## src/rtl/core_pkg.sv

```systemverilog
// Shared definitions for the RV32 multi-cycle control sequencer:
// state encoding, opcode constants, pc_sel encodings and opcode classification.
package core_pkg;

   typedef enum logic [2:0] {
      ST_FETCH  = 3'd0,
      ST_DECODE = 3'd1,
      ST_EXEC   = 3'd2,
      ST_MEM    = 3'd3,
      ST_WB     = 3'd4,
      ST_HALT   = 3'd5
   } seq_state_e;

   // Major opcodes (inst[6:0]) the sequencer understands.
   localparam logic [6:0] OP_R     = 7'b0110011;
   localparam logic [6:0] OP_I     = 7'b0000011;  // load
   localparam logic [6:0] OP_I_ALU = 7'b0010011;
   localparam logic [6:0] OP_B     = 7'b1100011;
   localparam logic [6:0] OP_S     = 7'b0100011;  // store
   localparam logic [6:0] OP_D     = 7'b0001011;  // custom-0

   // pc_sel encodings.
   localparam logic PC_SEL_SEQ  = 1'b0;  // PC + 4
   localparam logic PC_SEL_JUMP = 1'b1;  // PC + jump_offset

   typedef enum logic [1:0] {
      CLS_BRANCH  = 2'd0,
      CLS_MEM     = 2'd1,
      CLS_ALU     = 2'd2,
      CLS_ILLEGAL = 2'd3
   } op_class_e;

   // Map an opcode onto the path it takes out of EXEC.
   function automatic op_class_e classify(input logic [6:0] op);
      op_class_e cls;
      case (op)
         OP_B:                cls = CLS_BRANCH;
         OP_I, OP_S:          cls = CLS_MEM;
         OP_R, OP_I_ALU, OP_D: cls = CLS_ALU;
         default:             cls = CLS_ILLEGAL;
      endcase
      return cls;
   endfunction

endpackage

```

## src/rtl/core_seq_perf_cnt.sv

```systemverilog
// Performance counters for the sequencer: active cycles and retired
// instructions. Both wrap at 32 bits. Only instantiated when
// CORE_SEQ_PERF_EN is defined.
module core_seq_perf_cnt (
   input  logic        clk,
   input  logic        rst,
   input  logic        cycle_inc,
   input  logic        retire_inc,
   output logic [31:0] cycle_cnt,
   output logic [31:0] instret_cnt
);

   logic [31:0] cycle_r;
   logic [31:0] instret_r;

   // Count non-halted cycles and retired instructions; natural wrap at 2^32.
   always_ff @(posedge clk or posedge rst) begin
      if (rst) begin
         cycle_r   <= 32'd0;
         instret_r <= 32'd0;
      end else begin
         if (cycle_inc) begin
            cycle_r <= cycle_r + 32'd1;
         end
         if (retire_inc) begin
            instret_r <= instret_r + 32'd1;
         end
      end
   end

   assign cycle_cnt   = cycle_r;
   assign instret_cnt = instret_r;

endmodule

```

## src/rtl/core_sequencer.sv

```systemverilog
// Multi-cycle control sequencer for the RV32 core (FETCH, DECODE, EXEC,
// MEM, WB, HALT). Decoder enables are gated into single-cycle strobes.
// Strobes are decoded from the state plus live inputs so that the memory
// handshakes complete in the cycle ready is seen; reset drops them at once.
// Optional feature macro: CORE_SEQ_PERF_EN adds cycle_cnt / instret_cnt.
module core_sequencer
   import core_pkg::*;
#(
   parameter logic [31:0] RESET_PC = 32'h0000_0000
) (
   input  logic        clk,
   input  logic        rst,
   input  logic [6:0]  opcode,
   input  logic        w_en,
   input  logic        mw_en,
   input  logic        jump_en,
   input  logic        branch_taken,
   input  logic        imem_ready,
   input  logic        dmem_ready,
   input  logic        halt_req,
   output logic        imem_req,
   output logic        ir_we,
   output logic        dmem_req,
   output logic        dmem_we,
   output logic        rf_we,
   output logic        pc_we,
   output logic        pc_sel,
   output logic        illegal,
   output logic        halted,
   output logic [2:0]  state
`ifdef CORE_SEQ_PERF_EN
   ,
   output logic [31:0] cycle_cnt,
   output logic [31:0] instret_cnt
`endif
);

   // RESET_PC belongs to the PC register; only its alignment is checked here.
   if (RESET_PC[1:0] != 2'b00) begin : g_reset_pc_check
      $error("core_sequencer: RESET_PC must be word aligned");
   end

   seq_state_e state_r;
   op_class_e  op_class;
   logic       is_store;

   assign op_class = classify(opcode);
   assign is_store = (opcode == OP_S);

   // State register: advance through the instruction phases; unused codes recover to FETCH.
   always_ff @(posedge clk or posedge rst) begin
      if (rst) begin
         state_r <= ST_FETCH;
      end else begin
         case (state_r)
            ST_FETCH: begin
               if (halt_req) begin
                  state_r <= ST_HALT;
               end else if (imem_ready) begin
                  state_r <= ST_DECODE;
               end else begin
                  state_r <= ST_FETCH;
               end
            end
            ST_DECODE: state_r <= ST_EXEC;
            ST_EXEC: begin
               case (op_class)
                  CLS_MEM: state_r <= ST_MEM;
                  CLS_ALU: state_r <= ST_WB;
                  default: state_r <= ST_FETCH;
               endcase
            end
            ST_MEM: begin
               if (dmem_ready) begin
                  state_r <= is_store ? ST_FETCH : ST_WB;
               end else begin
                  state_r <= ST_MEM;
               end
            end
            ST_WB: state_r <= ST_FETCH;
            ST_HALT: begin
               if (halt_req) begin
                  state_r <= ST_HALT;
               end else begin
                  state_r <= ST_FETCH;
               end
            end
            default: state_r <= ST_FETCH;
         endcase
      end
   end

   // Strobe decode from state and inputs; everything but imem_req is forced low under reset.
   always_comb begin
      imem_req = (state_r == ST_FETCH) && !halt_req;
      halted   = (state_r == ST_HALT);
      ir_we    = 1'b0;
      dmem_req = 1'b0;
      dmem_we  = 1'b0;
      rf_we    = 1'b0;
      pc_we    = 1'b0;
      pc_sel   = PC_SEL_SEQ;
      illegal  = 1'b0;
      if (rst) begin
         ir_we = 1'b0;
      end else begin
         case (state_r)
            ST_FETCH: ir_we = imem_ready && !halt_req;
            ST_EXEC: begin
               case (op_class)
                  CLS_BRANCH: begin
                     pc_we  = 1'b1;
                     pc_sel = (jump_en && branch_taken) ? PC_SEL_JUMP : PC_SEL_SEQ;
                  end
                  CLS_ILLEGAL: begin
                     pc_we   = 1'b1;
                     illegal = 1'b1;
                  end
                  default: pc_we = 1'b0;
               endcase
            end
            ST_MEM: begin
               dmem_req = 1'b1;
               dmem_we  = mw_en;
               pc_we    = dmem_ready && is_store;
            end
            ST_WB: begin
               rf_we = w_en;
               pc_we = 1'b1;
            end
            default: pc_we = 1'b0;
         endcase
      end
   end

   assign state = state_r;

`ifdef CORE_SEQ_PERF_EN
   logic cycle_inc;
   logic retire_inc;

   assign cycle_inc  = (state_r != ST_HALT);
   assign retire_inc = pc_we && !illegal;

   core_seq_perf_cnt u_perf_cnt (
      .clk         (clk),
      .rst         (rst),
      .cycle_inc   (cycle_inc),
      .retire_inc  (retire_inc),
      .cycle_cnt   (cycle_cnt),
      .instret_cnt (instret_cnt)
   );
`endif

endmodule

```

## config.mk

```make
export PLATFORM = sky130hd
export DESIGN_NAME = core_sequencer
export DESIGN_NICKNAME = d
export VERILOG_FILES = /design/src/rtl/core_pkg.sv /design/src/rtl/core_seq_perf_cnt.sv /design/src/rtl/core_sequencer.sv
export SDC_FILE = /design/constraint.sdc
export NUM_CORES = 1
export LEC_CHECK = 0
export ABC_CLOCK_PERIOD_IN_PS = 1700
export CAP_MARGIN = 5
export CORE_AREA = 3 3 40 42
export CTS_BUF_LIST = sky130_fd_sc_hd__clkbuf_16
export DETAILED_ROUTE_END_ITERATION = 8
export DIE_AREA = 0 0 43 45
export HOLD_SLACK_MARGIN = 0.02
export PLACE_DENSITY = 0.77
export SYNTH_ARGS = -nofsm -noshare
export SYNTH_HDL_FRONTEND = slang
export SYNTH_HIERARCHICAL = 1
export SYNTH_SLANG_ARGS = --single-unit
```

## constraint.sdc

```tcl
create_clock -name clk -period 1.7 [get_ports clk]
set_input_delay 0.17 -clock clk [delete_from_list [all_inputs] [get_ports clk]]
set_output_delay 0.17 -clock clk [all_outputs]
set_load 0.01 [all_outputs]
```

Yosys cells after proc, flatten, opt, wreduce, memory -nomap -nowiden

Cells that the tools add are included.

Equality and inequality tests: 14
Multiplexer cells: 26
Reduce and logical (&&, ||, !) cells: 10

Operators with widths:

| cell                                                                  | number |
|---|---|
| 1-bit 2-to-1 mux                                                      | 18 |
| 3-bit case mux with 5 select lines                                    | 1 |
| 7-bit by 6-bit equality test with 1-bit output, second input constant | 2 |
| 3-bit 2-to-1 mux                                                      | 4 |
| 7-bit by 2-bit equality test with 1-bit output, second input constant | 1 |
| 7-bit by 4-bit equality test with 1-bit output, second input constant | 1 |
| 7-bit by 5-bit equality test with 1-bit output, second input constant | 1 |
| 7-bit equality test, second input constant                            | 1 |
| 3-bit by 2-bit equality test with 1-bit output, second input constant | 2 |
| 3-bit equality test, second input constant                            | 2 |
| 2-bit case mux with 3 select lines                                    | 1 |
| 3-bit case mux with 2 select lines                                    | 1 |
| 2-bit equality test, second input constant                            | 2 |
| 1-bit logical AND                                                     | 4 |
| 2-bit OR reduction                                                    | 2 |
| 3-bit by 1-bit equality test with 1-bit output, second input constant | 1 |
| 3-bit logical NOT                                                     | 1 |
| 1-bit case mux with 3 select lines                                    | 1 |
| 3-bit OR reduction                                                    | 1 |
| 2-bit by 1-bit equality test with 1-bit output, second input constant | 1 |
| 2-bit logical NOT                                                     | 1 |
| 1-bit logical NOT                                                     | 1 |

Word-level logic and storage cells: 51
Flip-flop bits (word level): 3
Input bits: 16
Output and inout port bits: 12

Longest topological paths before layout

Depth after elaboration: 8
Gate-level depth with buffers: 7
Mapped depth without buffers: 7

Worst setup path after synthesis

OpenSTA, ideal clock, no wires.

Path type: register to output
From: register state_r[2], in the netlist state[2]
To: output ir_we
Buffers on the path: 0
Arrival time: 1.254 ns
Stages on the path, launching flop included: 3
Slack: 0.276 ns
Required time: 1.530 ns
Cells stage by stage: dfrtp_1 -> nor4_1 -> and3_1

Cells in the longest elaborated chain, start to end: 3

Ends and longest elaborated chain:

| item                   | line                  | text |
|---|---|---|
| from (decl)            | core_sequencer.sv:43  | `seq_state_e state_r;` |
| from (signal assigned) | core_sequencer.sv:75  | `state_r <= is_store ? ST_FETCH : ST_WB;` |
| 3-bit logical NOT      | core_sequencer.sv:107 | `case (state_r)` |
| 1-bit 2-to-1 mux       | core_sequencer.sv:107 |  |
| 1-bit 2-to-1 mux       | core_sequencer.sv:104 | `if (rst) begin` |
| to (decl)              | core_sequencer.sv:22  | `output logic ir_we,` |

Every way passes these cells.

Worst setup path after layout

From: input opcode[5]
To: output pc_we

Cells in the longest elaborated chain, start to end: 8
Elaborated cells between the ends (all ways): 16

Ends and longest elaborated chain:

| item                                                                   | line                  | text |
|---|---|---|
| from (decl)                                                            | core_sequencer.sv:13  | `input logic [6:0] opcode,` |
| 7-bit by 6-bit equality test with 1-bit output (tied with other cells) | core_pkg.sv:36        | `case (op)` |
| 3-bit OR reduction or 2-bit OR reduction (tied branches)               | core_pkg.sv:36        |  |
| 2-bit case mux with 3 select lines                                     | core_pkg.sv:36        |  |
| 2-bit equality test or 2-bit logical NOT (tied branches)               | core_sequencer.sv:110 | `case (op_class)` |
| 2-bit OR reduction (no line)                                           | -                     |  |
| 1-bit 2-to-1 mux                                                       | core_sequencer.sv:110 |  |
| 1-bit case mux with 3 select lines (*)                                 | core_sequencer.sv:107 |  |
| 1-bit 2-to-1 mux (*)                                                   | core_sequencer.sv:104 |  |
| to (decl)                                                              | core_sequencer.sv:26  | `output logic pc_we,` |

Every way passes the cells marked *; elsewhere a longest branch is shown, timed or not.

==> flow_summary.yaml <==
run_status:
  status: "complete, no violations"
power:
  switching_share: 0.327
  pwr-share-seq: 0.158
  powerDensity_nw_per_um2: 1130
  p_int_mw: 0.760
  clkPwrFrac: 0.330
  p_total_mw: 1.13
  ir_drop_v: 0.000415
  leakagePower_nw: 0.505
  switching_power_mw: 0.370
  p_comb_frac: 0.512
die:
  start_util: 0.327
  core_area_sq_um: 1280
  die_h_um: 45
  rows: 13
  die_width_um: 43
  dieArea_sq_um: 1940
  ios: 28
cells_and_area:
  final_net_count: 125
  syn2layout_area_growth_pct: 138
  final_cell_mix: "buf_4 (25), clkdlybuf4s50_1 (11), dlygate4sd2_1 (6), inv_1 (4), clkbuf_2 (4)"
  layout_commonest_cell: "buf_4"
  seqCellArea_sq_um: 77.6
  multi_input_area_sq_um: 384
  final_cells: 120
  final_util: 0.777
  stdcell_area_sq_um: 998
  drive_gt1_frac: 0.505
  largest_reg_flops: 3
  fillCellCount: 105
  n_antenna_cell: 0
route:
  dr.pass1.iters: 5
  routed_via_density: 4.93
  ant_nets: 0
  drcViolationCount: 0
  wl_per_cell_um: 14.1
  vias: 591
  drtIter0Drc: 6
  wl_mm: 1.70
timing:
  finalSetupViolCount: 0
  tightest_slew_ns: 0.248
  period_share: 0.974
  fin_crit_ns: 1.66
  setup_slack_ns: 0.0446
  slew_headroom: 0.833
  clock_skew_ns: 0.00455
  timing.fmax_mhz: 604
  hold_viol: 0
  fin_hold_ws_ns: 0.445
  rsz0062_at_grt: "true"
  finalMaxSlewViolations: 0
  setup_tns_ns: 0
logic_synthesis:
  synthesis.nets: 69
  ys_ff_latch: 3
  synth_edf_count: 0
  seq_area_frac_synth: 0.179
  ys.flop_type: "dfrtp_1"
  ys_types: 30
  syn_area_sq_um: 420
  syn_area_per_cell_sq_um: 8.41
  synth_cells: 50
  synth_warnings: 6
  async_reset_ff_frac: 1.00
setup_path:
  cp_slowest_cell: "dlygate4sd2_1"
  reg2reg_setup_slack_ns: 0.43
  cp_top_family: "compound AO/OA/AOI/OAI gates"
  worstPathRequired_ns: 1.53
  end_kind: "output pin"
  worstPathMaxFanout: 2
  arrival_ns: 1.49
  cp-startpoint: "opcode[5]"
  path_cells: "dlygate4sd2_1 -> nor2_1 -> mux2i_2 -> nand2b_4 -> ha_4 -> a21o_1 -> a32o_2 -> buf_6"
  cp_slowest_stage_delay_ns: 0.24
  cp.buffers_inverters: 2
  critPathKind: "in2out"
  cp-start-kind: "input port"
  r2r-start: "state[0]"
clock_tree:
  root_buffer: "clkbuf_16"
  clock_path_buffers: 2
  cts_made_buffers: 3
  ctsHoldBuffers: 0
  cts_max_level: 1
  clock_latency_ns: 0.23
  clk_pin_slew_ns: 0.03
  cts_tree: "done"
  cts.sinks: 3
placed_design:
  gp_congestion: 0.764
  dp_cells: 112
  place.port_buffers: 27
  dp_hpwl_mm: 1.16
  dpl_cell_area_sq_um: 862
  post-place-ws_ns: -0.646
min_path:
  hp-class: "in2async"
grt:
  antenna_found_initial: 0
  grt_usage: 0.183
  grt_pass1_vias: 630
  grt_pass1_wl_mm: 2.60
  overflow: 0
  grt_max_degree: 9
run:
  maxCapViolations: 0
cells by family after synthesis:
| group | after synthesis | synth area share |
|---|---|---|
| compound gates | 8 | 0.188 |
| buf+inv | 5 | 0.0476 |
| fa+ha+maj | 3 | 0.0893 |
| mux | 1 | 0.0238 |
| flops | 3 | 0.179 |
| xor+xnor | 1 | 0.0208 |
| simple gates | 29 | 0.452 |
power groups by stage:
stage / combinational [mW] / clock, mW / sequential (mW)
3_5_place_dp: 0.549 / 0 / 0.152
2_1_floorplan: 0.216 / 0 / 0.154
5_1_grt: 0.625 / 0.379 / 0.183
4_1_cts: 0.568 / 0.372 / 0.166
6_report: 0.578 / 0.374 / 0.178
3_3_place_gp: 0.539 / 0 / 0.153
synth_stat cells (all sizes together), types with 2 or more instances:
cell	instances	area [sq um]
and3	3	23.8
o21ai	2	10.0
nand2	3	11.3
nor2b	4	27.5
dfrtp	3	75.1
ha	3	37.5
inv	4	15.0
nand3b	3	22.5
and2	2	12.5
nor2	6	25.0
final cells by class:
type                    instances  area share
flip-flops and latches          3      0.0777
multi-input cells              42       0.385
clock buffers                   3      0.0752
well taps                      15      0.0188
clock inverters                 1     0.00376
repair buffers                 52       0.422
inverters                       4      0.0175
metal layers:
metal,vias to the layer above,share of wire,track usage
li1,294,-,-
met1,268,0.35,0.158
met2,27,0.58,0.410
met3,2,0.068,0.0438
met4,0,0.0047,0.0361
met5,-,0,0
final timing paths:
check | depth (start not counted) | to
setup reg to reg | 3 | state[0]
setup / recovery | 8 | pc_we
hold reg to reg | 1 | state[1]
max in group asynchronous | 4 | state[2]
hold / removal | 4 | state[0]
min in group clk | 1 | state[1]
timing repair:
item	in CTS	in global routing
setup endpoints to repair	9	5
pin swaps	3	3
buffers inserted	4	0
gates resized for setup	37	15
worst min-delay path: cells and delay by family:
family   cells  cell delay [ns]
buf+inv      4             0.82
(Power assumes the default switching activity.)
